--- src/rtl/seven_seg_digit_driver.sv ---
// Display back end for the stopwatch scan FSM: anode dead time, a per-frame digit
// snapshot, leading-zero blanking, colon blinking and output polarity.
module seven_seg_digit_driver #(
  parameter int BLANK_CYCLES   = 4,
  parameter int BLINK_FRAMES   = 250,
  parameter int ACTIVE_LOW_AN  = 1,
  parameter int ACTIVE_LOW_SEG = 1
) (
  input  logic        clk_i,
  input  logic        reset_n,
  input  logic [2:0]  state_i,
  input  logic [15:0] digits_i,
  input  logic        lz_blank_i,
  input  logic [1:0]  colon_mode_i,
  output logic [4:0]  anode_o,
  output logic [6:0]  seg_o
);

  typedef enum logic [2:0] {
    S0 = 3'b000,
    S1 = 3'b001,
    S2 = 3'b011,
    S3 = 3'b100,
    S4 = 3'b010
  } scan_state_t;

  localparam int BW = $clog2(BLANK_CYCLES + 2);
  localparam int FW = $clog2(BLINK_FRAMES + 1);
  localparam logic [BW-1:0] BLANK_INIT = BW'(BLANK_CYCLES);
  localparam logic [FW-1:0] FRAME_LAST = FW'(BLINK_FRAMES - 1);
  localparam logic [4:0]    AN_INV     = (ACTIVE_LOW_AN != 0) ? 5'h1F : 5'h00;
  localparam logic [6:0]    SEG_INV    = (ACTIVE_LOW_SEG != 0) ? 7'h7F : 7'h00;

  logic [2:0]    state_q;
  logic [BW-1:0] blank_cnt;
  logic [BW-1:0] cnt_next;
  logic [15:0]   snapshot;
  logic [15:0]   snap_next;
  logic [FW-1:0] frame_cnt;
  logic          blink_phase;
  logic          state_change;
  logic          frame_start;
  logic          colon_vis;
  logic          blank1, blank2, blank3;
  logic [4:0]    an_sel;
  logic [6:0]    seg_next;
  logic [3:0]    nib;
  logic          show_digit;

  function automatic logic [6:0] decode(input logic [3:0] d);
    case (d)
      4'd0:    decode = 7'h3F;
      4'd1:    decode = 7'h06;
      4'd2:    decode = 7'h5B;
      4'd3:    decode = 7'h4F;
      4'd4:    decode = 7'h66;
      4'd5:    decode = 7'h6D;
      4'd6:    decode = 7'h7D;
      4'd7:    decode = 7'h07;
      4'd8:    decode = 7'h7F;
      4'd9:    decode = 7'h6F;
      default: decode = 7'h40;
    endcase
  endfunction

  assign state_change = (state_i != state_q);
  assign frame_start  = (state_i == S0) && (state_q != S0);
  // Dig0 at the frame-start edge must already come from the fresh digits.
  assign snap_next    = frame_start ? digits_i : snapshot;
  assign cnt_next     = state_change ? BLANK_INIT :
                        ((blank_cnt == '0) ? '0 : blank_cnt - 1'b1);

  assign colon_vis = (colon_mode_i == 2'b01) || (colon_mode_i == 2'b11) ||
                     ((colon_mode_i == 2'b10) && blink_phase);

  assign blank3 = lz_blank_i && (snap_next[15:12] == 4'd0);
  assign blank2 = blank3 && (snap_next[11:8] == 4'd0);
  assign blank1 = blank2 && (snap_next[7:4] == 4'd0);

  always_comb begin
    an_sel     = 5'b00000;
    nib        = 4'd0;
    show_digit = 1'b0;
    seg_next   = 7'h00;
    case (state_i)
      S0: begin an_sel = 5'b00001; nib = snap_next[3:0];   show_digit = 1'b1;    end
      S1: begin an_sel = 5'b00010; nib = snap_next[7:4];   show_digit = !blank1; end
      S2: begin an_sel = 5'b00100; nib = snap_next[11:8];  show_digit = !blank2; end
      S3: begin an_sel = 5'b01000; nib = snap_next[15:12]; show_digit = !blank3; end
      S4: begin an_sel = 5'b10000; seg_next = colon_vis ? 7'h03 : 7'h00;       end
      default: ;
    endcase
    if (show_digit) seg_next = decode(nib);
  end

  // Outputs are computed from the next state so segments change at the switch edge
  // while the anode waits for the dead-time counter to drain.
  always_ff @(posedge clk_i or negedge reset_n) begin
    if (!reset_n) begin
      state_q     <= S0;
      blank_cnt   <= BLANK_INIT;
      snapshot    <= 16'h0000;
      blink_phase <= 1'b1;
      frame_cnt   <= '0;
      anode_o     <= AN_INV;
      seg_o       <= SEG_INV;
    end else begin
      state_q   <= state_i;
      blank_cnt <= cnt_next;
      if (frame_start) begin
        snapshot <= digits_i;
        if (frame_cnt == FRAME_LAST) begin
          frame_cnt   <= '0;
          blink_phase <= ~blink_phase;
        end else begin
          frame_cnt <= frame_cnt + 1'b1;
        end
      end
      anode_o <= ((cnt_next == '0) ? an_sel : 5'b00000) ^ AN_INV;
      seg_o   <= seg_next ^ SEG_INV;
    end
  end

endmodule

--- config.mk ---
export PLATFORM = sky130hd
export DESIGN_NAME = seven_seg_digit_driver
export DESIGN_NICKNAME = d
export VERILOG_FILES = /design/src/rtl/seven_seg_digit_driver.sv
export SDC_FILE = /design/constraint.sdc
export NUM_CORES = 1
export LEC_CHECK = 0
export BUFFER_PORTS_ARGS = -buffer_cell sky130_fd_sc_hd__buf_2
export CAP_MARGIN = 5
export CORE_ASPECT_RATIO = 0.75
export CORE_MARGIN = 4
export CORE_UTILIZATION = 60
export DETAILED_ROUTE_END_ITERATION = 7
export GPL_ROUTABILITY_DRIVEN = 0
export GPL_TIMING_DRIVEN = 0
export PLACE_DENSITY = 0.91
export SLEW_MARGIN = 15
export SYNTH_ARGS = -nofsm -noshare
export SYNTH_HDL_FRONTEND = slang
export SYNTH_SLANG_ARGS = --single-unit
--- constraint.sdc ---
create_clock -name clk_i -period 3.2 [get_ports clk_i]
set_clock_uncertainty 0.15 [all_clocks]
set_input_delay 0.64 -clock clk_i [delete_from_list [all_inputs] [get_ports clk_i]]
set_output_delay 0.64 -clock clk_i [all_outputs]
set_load 0.03 [all_outputs]
==> flow_summary.toml, run 1 <==
[status]
outcome = "finished, final reports clean"

[clock_network]
htreeDepth = 2
path_clk_slew_ns = 0.08
post_cts_buffers = 0
cts.sinks = 43
cts_root_buffer = "clkbuf_8"
cts_hold_buf = 0
cts_tree = "done"
clock_path_buffers = 2
worstSkewPairLatency_ns = 0.30
cts.repair.resized = 0
cts-buffers-inserted = 5

[sta]
final_hold_viol_count = 0
slew_headroom_pct = 40.1
finalSetupViolCount = 0
report.final.slew_viol_count = 0
rsz0062_at_grt = "no"
setup_tns_ns = 0
worst_pin_slew_ns = 0.898
fmax_mhz = 386
finalCritPeriodShare_pct = 81.0
setup_ws_ns = 0.607
fin_crit_ns = 2.59

[worst_setup_path]
worstPathRequired_ns = 3.29
crit_path_end_kind = "register"
worst-setup-path-type = "in2reg"
reg2reg_depth = 8
r2r-end = "seg_o[3]"
crit_arrival_ns = 2.69
worstReg2RegStart = "state_q[2]"
startpoint_type = "input port"
rrSetupSlack_ns = 0.94
path_max_fanout = 10

[pwr]
leakage_nw = 1.26
power_density_nw_per_um2 = 543
ir_worst_vdd_v = 0.000421

[yosys]
synth_top_family_by_area = "simple AND/OR/NAND/NOR gates"
synth_xor_area_share_pct = 2.35
async_flop_share_pct = 100
synth_commonest_cells = "nand2_1 (67), dfrtp_1 (29), dfstp_2 (14)"
synth.most_common_cell = "nand2_1"
ys_warn_count = 0
synth_top_area_share_pct = 32.5
yosys.area_share.simple_pct = 24.7
synth_seq_area_share_pct = 49.0
syn_nets = 267
syn_inst = 234
synth.area.mux_share_pct = 4.26
synth-main-ff-cell = "dfrtp_1"
synth.area.top_cells = "dfrtp_1 (32%), dfstp_2 (16%), nand2_1 (11%)"
syn_area_per_cell_um2 = 9.54
ys_ff_latch = 43
synth_cell_types = 48
yosysTopAreaCell = "dfrtp_1"
netlist_area_um2 = 2230
synth_fa_ha_area_share_pct = 5.04
synth_edf_count = 0
synth_compound_area_share_pct = 11.5

[hold_path]
worstHoldPathType = "in2async"

[routing]
wl_per_cell_um = 14.2
drtPass1Iterations = 4
route.met3.wl_um = 366
finalWirelength_um = 4660
met2_length_um = 2100
dr.first_iter.drc_count = 139
met1_length_um = 2120
ant_nets = 0
viasPerCell = 5.47
route.top_layer_used = "met4"
via_count = 1788
drc = 0

[cells_and_area]
sequential_cell_area_um2 = 1090
post-route-util_pct = 75.5
final_nets = 309
fill_cells = 274
syn2layout_area_growth_pct = 15.7
drive_gt1_share_pct = 26.0
antenna_cells = 0
multi_input_area_um2 = 1070

[placement]
dp_hpwl_um = 3430
portBuffers = 35
pre_cts_ws_ns = 0.363

[die]
io_pins = 36
start_util_pct = 65.2
die_w_um = 78.5
fp.dieH_um = 60.8
core_area_um2 = 3420
row_count = 18
fp.dieArea_um2 = 4770

[global_routing]
grt_pass1_vias = 1690
grt-ovfl-total = 0
grt_max_degree = 44
grt_usage_pct = 22.2
antenna_found_initial = 0
grt_pass1_wl_um = 8000

[flow_run]
cap_violations = 0
cell families after synthesis:
family / Yosys count
muxes: 9
xor gates and xnor gates: 6
DFF: 43
AOI/OAI and AO/OA: 37
and+or+nand+nor: 114
buffers and inverters: 16
adders and majority gates: 9
registers in the layout (all words and copies together) (netlist names):
register / count
frame_cnt: 8
blink_phase: 1
blank_cnt: 3
state_q: 3
seg_o: 7
anode_o: 5
snapshot: 16
placed cells by master (no fill, tap or decap), types with 3 or more instances in the layout:
cell type,instances
a21oi_1,11
buf_2,38
clkbuf_1,3
clkbuf_8,6
dfrtp_1,29
dfstp_2,14
ha_1,9
inv_1,9
mux2i_1,8
nand2_1,67
nand2b_1,3
nor2_1,6
nor2b_1,3
nor3_1,9
o21ai_0,7
o21bai_1,3
or3_1,4
xnor2_1,4
area by class of cell:
class | count | area share [%]
Tap cell | 50 | 2.42
Multi-Input combinational cell | 175 | 41.4
Clock buffer | 7 | 4.16
Clock inverter | 1 | 0.194
Timing Repair Buffer | 35 | 6.78
Buffer | 7 | 1.45
Sequential cell | 43 | 42.3
Inverter | 9 | 1.31
worst max-delay path, stage by stage:
cell     delay, ns
buf_2         0.11
buf_2         0.18
nor3b_1       0.59
a21oi_1       0.23
o21a_1        0.21
inv_1         0.10
ha_1          0.19
a21oi_1       0.08
a22o_1        0.22
a21oi_2       0.13
routing by layer:
layer	track usage, %	vias to the layer above
met4	8.98	0
met1	31.6	840
met2	33.3	66
met5	0	-
met3	5.34	7
li1	-	875
power breakdown:
group / switching, mW / internal (mW)
logic: 0.179 / 0.121
clock network: 0.189 / 0.221
registers: 0.0600 / 0.633
worst max-delay path by stage:
stage / startpoint / end / slack (ns) / cells after the start
after floorplan: state_i[0] / seg_o[3] / 0.80 / 8
after global placement: state_i[0] / seg_o[3] / 0.41 / 9
after detailed placement: state_i[0] / seg_o[0] / 0.36 / 10
after CTS: state_i[0] / seg_o[0] / 0.67 / 10
after global routing: state_i[0] / seg_o[3] / 0.48 / 9
final: state_i[0] / seg_o[0] / 0.61 / 10
through the flow:
stage	power, mW	cell area [um2]	std cells	hold WS [ns]
global route	1.49	2580	327	0.301
CTS	1.41	2580	327	0.302
detailed placement	1.00	2470	319	0.330
floorplan	0.901	2230	234	0.194
global placement	0.982	2470	319	0.326
finish	1.40	2580	327	0.310
(Power assumes the default switching activity.)
==> run 2, diff against run 1 <==
--- a/config.mk
+++ b/config.mk
@@ -5,15 +5,16 @@
 export SDC_FILE = /design/constraint.sdc
 export NUM_CORES = 1
 export LEC_CHECK = 0
+export ABC_AREA = 1
 export BUFFER_PORTS_ARGS = -buffer_cell sky130_fd_sc_hd__buf_2
 export CAP_MARGIN = 5
 export CORE_ASPECT_RATIO = 0.75
 export CORE_MARGIN = 4
-export CORE_UTILIZATION = 60
+export CORE_UTILIZATION = 56
 export DETAILED_ROUTE_END_ITERATION = 7
 export GPL_ROUTABILITY_DRIVEN = 0
 export GPL_TIMING_DRIVEN = 0
-export PLACE_DENSITY = 0.91
+export PLACE_DENSITY = 0.86
 export SLEW_MARGIN = 15
 export SYNTH_ARGS = -nofsm -noshare
 export SYNTH_HDL_FRONTEND = slang
==> constraint.sdc (replaced) <==
create_clock -name clk_i -period 2.4 [get_ports clk_i]
set_clock_uncertainty 0.15 [all_clocks]
set_input_delay 0.48 -clock clk_i [delete_from_list [all_inputs] [get_ports clk_i]]
set_output_delay 0.48 -clock clk_i [all_outputs]
set_load 0.03 [all_outputs]
==> run 2 against run 1 <==
  * Die area rose by 11%
  * Critical path depth grew 8
  * Flip-flop and latch count is the same
  * Synthesized cell count up 17%
  * Largest cell class unchanged
  * Largest power group unchanged
==> flow_summary.toml, run 2 <==
[die]
fp.dieH_um = 64.1
fp.dieArea_um2 = 5300
die_w_um = 82.8
row_count = 20
start_util_pct = 57.9
core_area_um2 = 4050
io_pins = 36

[cells_and_area]
multi_input_area_um2 = 1060
sequential_cell_area_um2 = 1090
final_common_cell = "nand2_1"
fill_cells = 340
final_cell_area_um2 = 2770
post-route-util_pct = 68.4
syn2layout_area_growth_pct = 18.0
reg_top3 = "snapshot x16, frame_cnt x8, seg_o x7"
largest_register_ffs = 16
layout_common_cells = "nand2_1 (66), inv_1 (35), buf_2 (35)"
drive_gt1_share_pct = 32.7
final_nets = 356
antenna_cells = 0
largest-register = "snapshot"

[routing]
wl_per_cell_um = 12.3
drtPass1Iterations = 4
dr.first_iter.drc_count = 166
via_count = 1895
finalWirelength_um = 4660
viasPerCell = 5.00
ant_nets = 0
drc = 0

[pwr]
ir_worst_vdd_v = 0.000438
power_density_nw_per_um2 = 734
combPwrFrac_pct = 26.6
netSwitchingPower_mw = 0.659
clock_power_share_pct = 27.7
intPower_mw = 1.38
seqPwrFrac_pct = 45.7
switching_share_pct = 32.4
leakage_nw = 1.48

[global_routing]
grt_max_degree = 44
antenna_found_initial = 0
grtUsageMet1_pct = 26.5
met2_usage_pct = 31.8
busiest_layer = "met2"
grt_pass1_vias = 1821
grt_usage_pct = 19.7
grt_pass1_wl_um = 8070
grt-ovfl-total = 0
global_route.usage.met3_pct = 4.37

[yosys]
synth-main-ff-cell = "dfrtp_1"
synth_top_area_share_pct = 30.9
yosysTopAreaCell = "dfrtp_1"
ys_warn_count = 0
synth.area.top_cells = "dfrtp_1 (31%), dfstp_2 (16%), nand2_1 (11%)"
synth_seq_area_share_pct = 46.6
synth_edf_count = 0
syn_nets = 307
ys_ff_latch = 43
syn_area_per_cell_um2 = 8.57
async_flop_share_pct = 100
netlist_area_um2 = 2350
synth_commonest_cells = "nand2_1 (68), inv_1 (37), dfrtp_1 (29)"
syn_inst = 274
synth.most_common_cell = "nand2_1"
synth_cell_types = 33

[sta]
fin_crit_ns = 2.29
report.final.slew_viol_count = 0
rsz0062_at_grt = "yes"
hold_slack_ns = 0.153
slew_headroom_pct = 39.0
final_hold_viol_count = 0
finalCritPeriodShare_pct = 95.3
worst_pin_slew_ns = 0.915
fmax_mhz = 437
finalSetupViolCount = 0

[worst_setup_path]
worstPathRequired_ns = 2.47
worst-setup-path-type = "in2reg"
crit_arrival_ns = 2.36
startpoint_type = "input port"
crit_path_end_kind = "register"
path_max_fanout = 7

[flow_run]
cap_violations = 0

[hold_path]
worstHoldPathType = "in2async"

[clock_network]
path_clk_slew_ns = 0.09
cts_tree = "done"
clock_path_buffers = 2
cts_hold_buf = 0
cts.sinks = 43
worstSkewPairLatency_ns = 0.30
htreeDepth = 2
cts-buffers-inserted = 5
cts_root_buffer = "clkbuf_8"

[placement]
dp_hpwl_um = 3520
portBuffers = 35
place_area_um2 = 2590

[status]
outcome = "finished, final reports clean"
## run 2: changes by cell type in the layout (fill, tap and decap cells not counted), sizes merged, moves of 4 or more
| cell | delta |
|---|---|
| a21oi | -4 |
| nor2 | +14 |
| inv | +35 |
| mux2i | -8 |
| buf | +7 |
| or3 | -4 |
| nand3 | +22 |
| nand2 | +20 |
| clkbuf | -5 |
| nor3 | -5 |
## run 2: logic make-up (layout without fill, tap and decap cells)
logic type	after synthesis	count (layout)	synth area share (%)
AO/OA/AOI/OAI	18	18	4.26
XOR/XNOR	4	4	1.49
adder cells (fa/ha/maj)	9	9	4.79
buffers and inverters	48	98	8.68
flip-flops	43	43	46.6
AND/OR/NAND/NOR	152	152	34.2
## run 2: per-stage QoR
step / power, mW / setup WS, ns / setup TNS (ns) / std cells
after floorplan: 1.33 / 0.216 / 0 / 274
after global placement: 1.45 / -0.152 / -0.458 / 364
after detailed placement: 1.47 / -0.259 / -0.807 / 364
after CTS: 2.04 / 0.0104 / 0 / 372
after global routing: 2.17 / -0.0148 / -0.0148 / 379
final: 2.03 / 0.112 / 0 / 379
## run 2: what timing repair did
item | CTS | global route
gates cloned | 0 | 0
pin swaps | 1 | 6
setup endpoints to repair | 2 | 6
buffers inserted | 1 | 7
hold endpoints to repair | 0 | 0
gates resized for setup | 0 | 6
## run 2: routing by layer
metal  up-vias  routed length [um]
met3         7                 296
li1        948                   -
met2        53                2250
met4         0                  62
met1       887                2050
met5         -                   0
## run 2: power groups by stage
| stage | Combinational [mW] | Sequential [mW] | Clock (mW) |
|---|---|---|---|
| floorplan | 0.333 | 0.997 | 0 |
| global route | 0.618 | 0.945 | 0.611 |
| global placement | 0.510 | 0.937 | 0 |
| detailed placement | 0.528 | 0.944 | 0 |
| finish | 0.542 | 0.929 | 0.564 |
| CTS | 0.534 | 0.930 | 0.572 |
## run 2: final cells by class
cell class	instances	area share (%)
Inverter	44	6.05
Timing Repair Buffer	43	8.49
Sequential cell	43	39.5
Multi-Input combinational cell	183	38.1
Buffer	3	1.35
Clock inverter	3	1.58
Tap cell	55	2.48
Clock buffer	5	2.48
## run 2: final timing paths
kind                         startpoint           end  slack (ns)  cells past startpoint
max reg2reg                  state_q[2]      seg_o[3]        0.12                     15
min                             reset_n  frame_cnt[1]        0.15                      1
max                          state_i[1]      seg_o[3]        0.11                     18
min reg2reg                frame_cnt[4]  frame_cnt[4]        0.34                      1
max in group asynchronous       reset_n   snapshot[5]        1.37                      1
min in group clk_i           state_i[0]    state_q[0]        0.21                      1
## run 2: worst max-delay path, stage by stage
cell,delay (ns)
buf_2,0.14
inv_2,0.09
nand2_4,0.08
nor2_8,0.15
nand2_8,0.08
inv_4,0.07
buf_8,0.11
nand2_1,0.07
nand2_2,0.08
nand2_1,0.05
nand2_1,0.08
inv_1,0.05
nand2_2,0.12
inv_2,0.06
ha_1,0.29
inv_2,0.04
o211ai_1,0.19
nand3_1,0.10
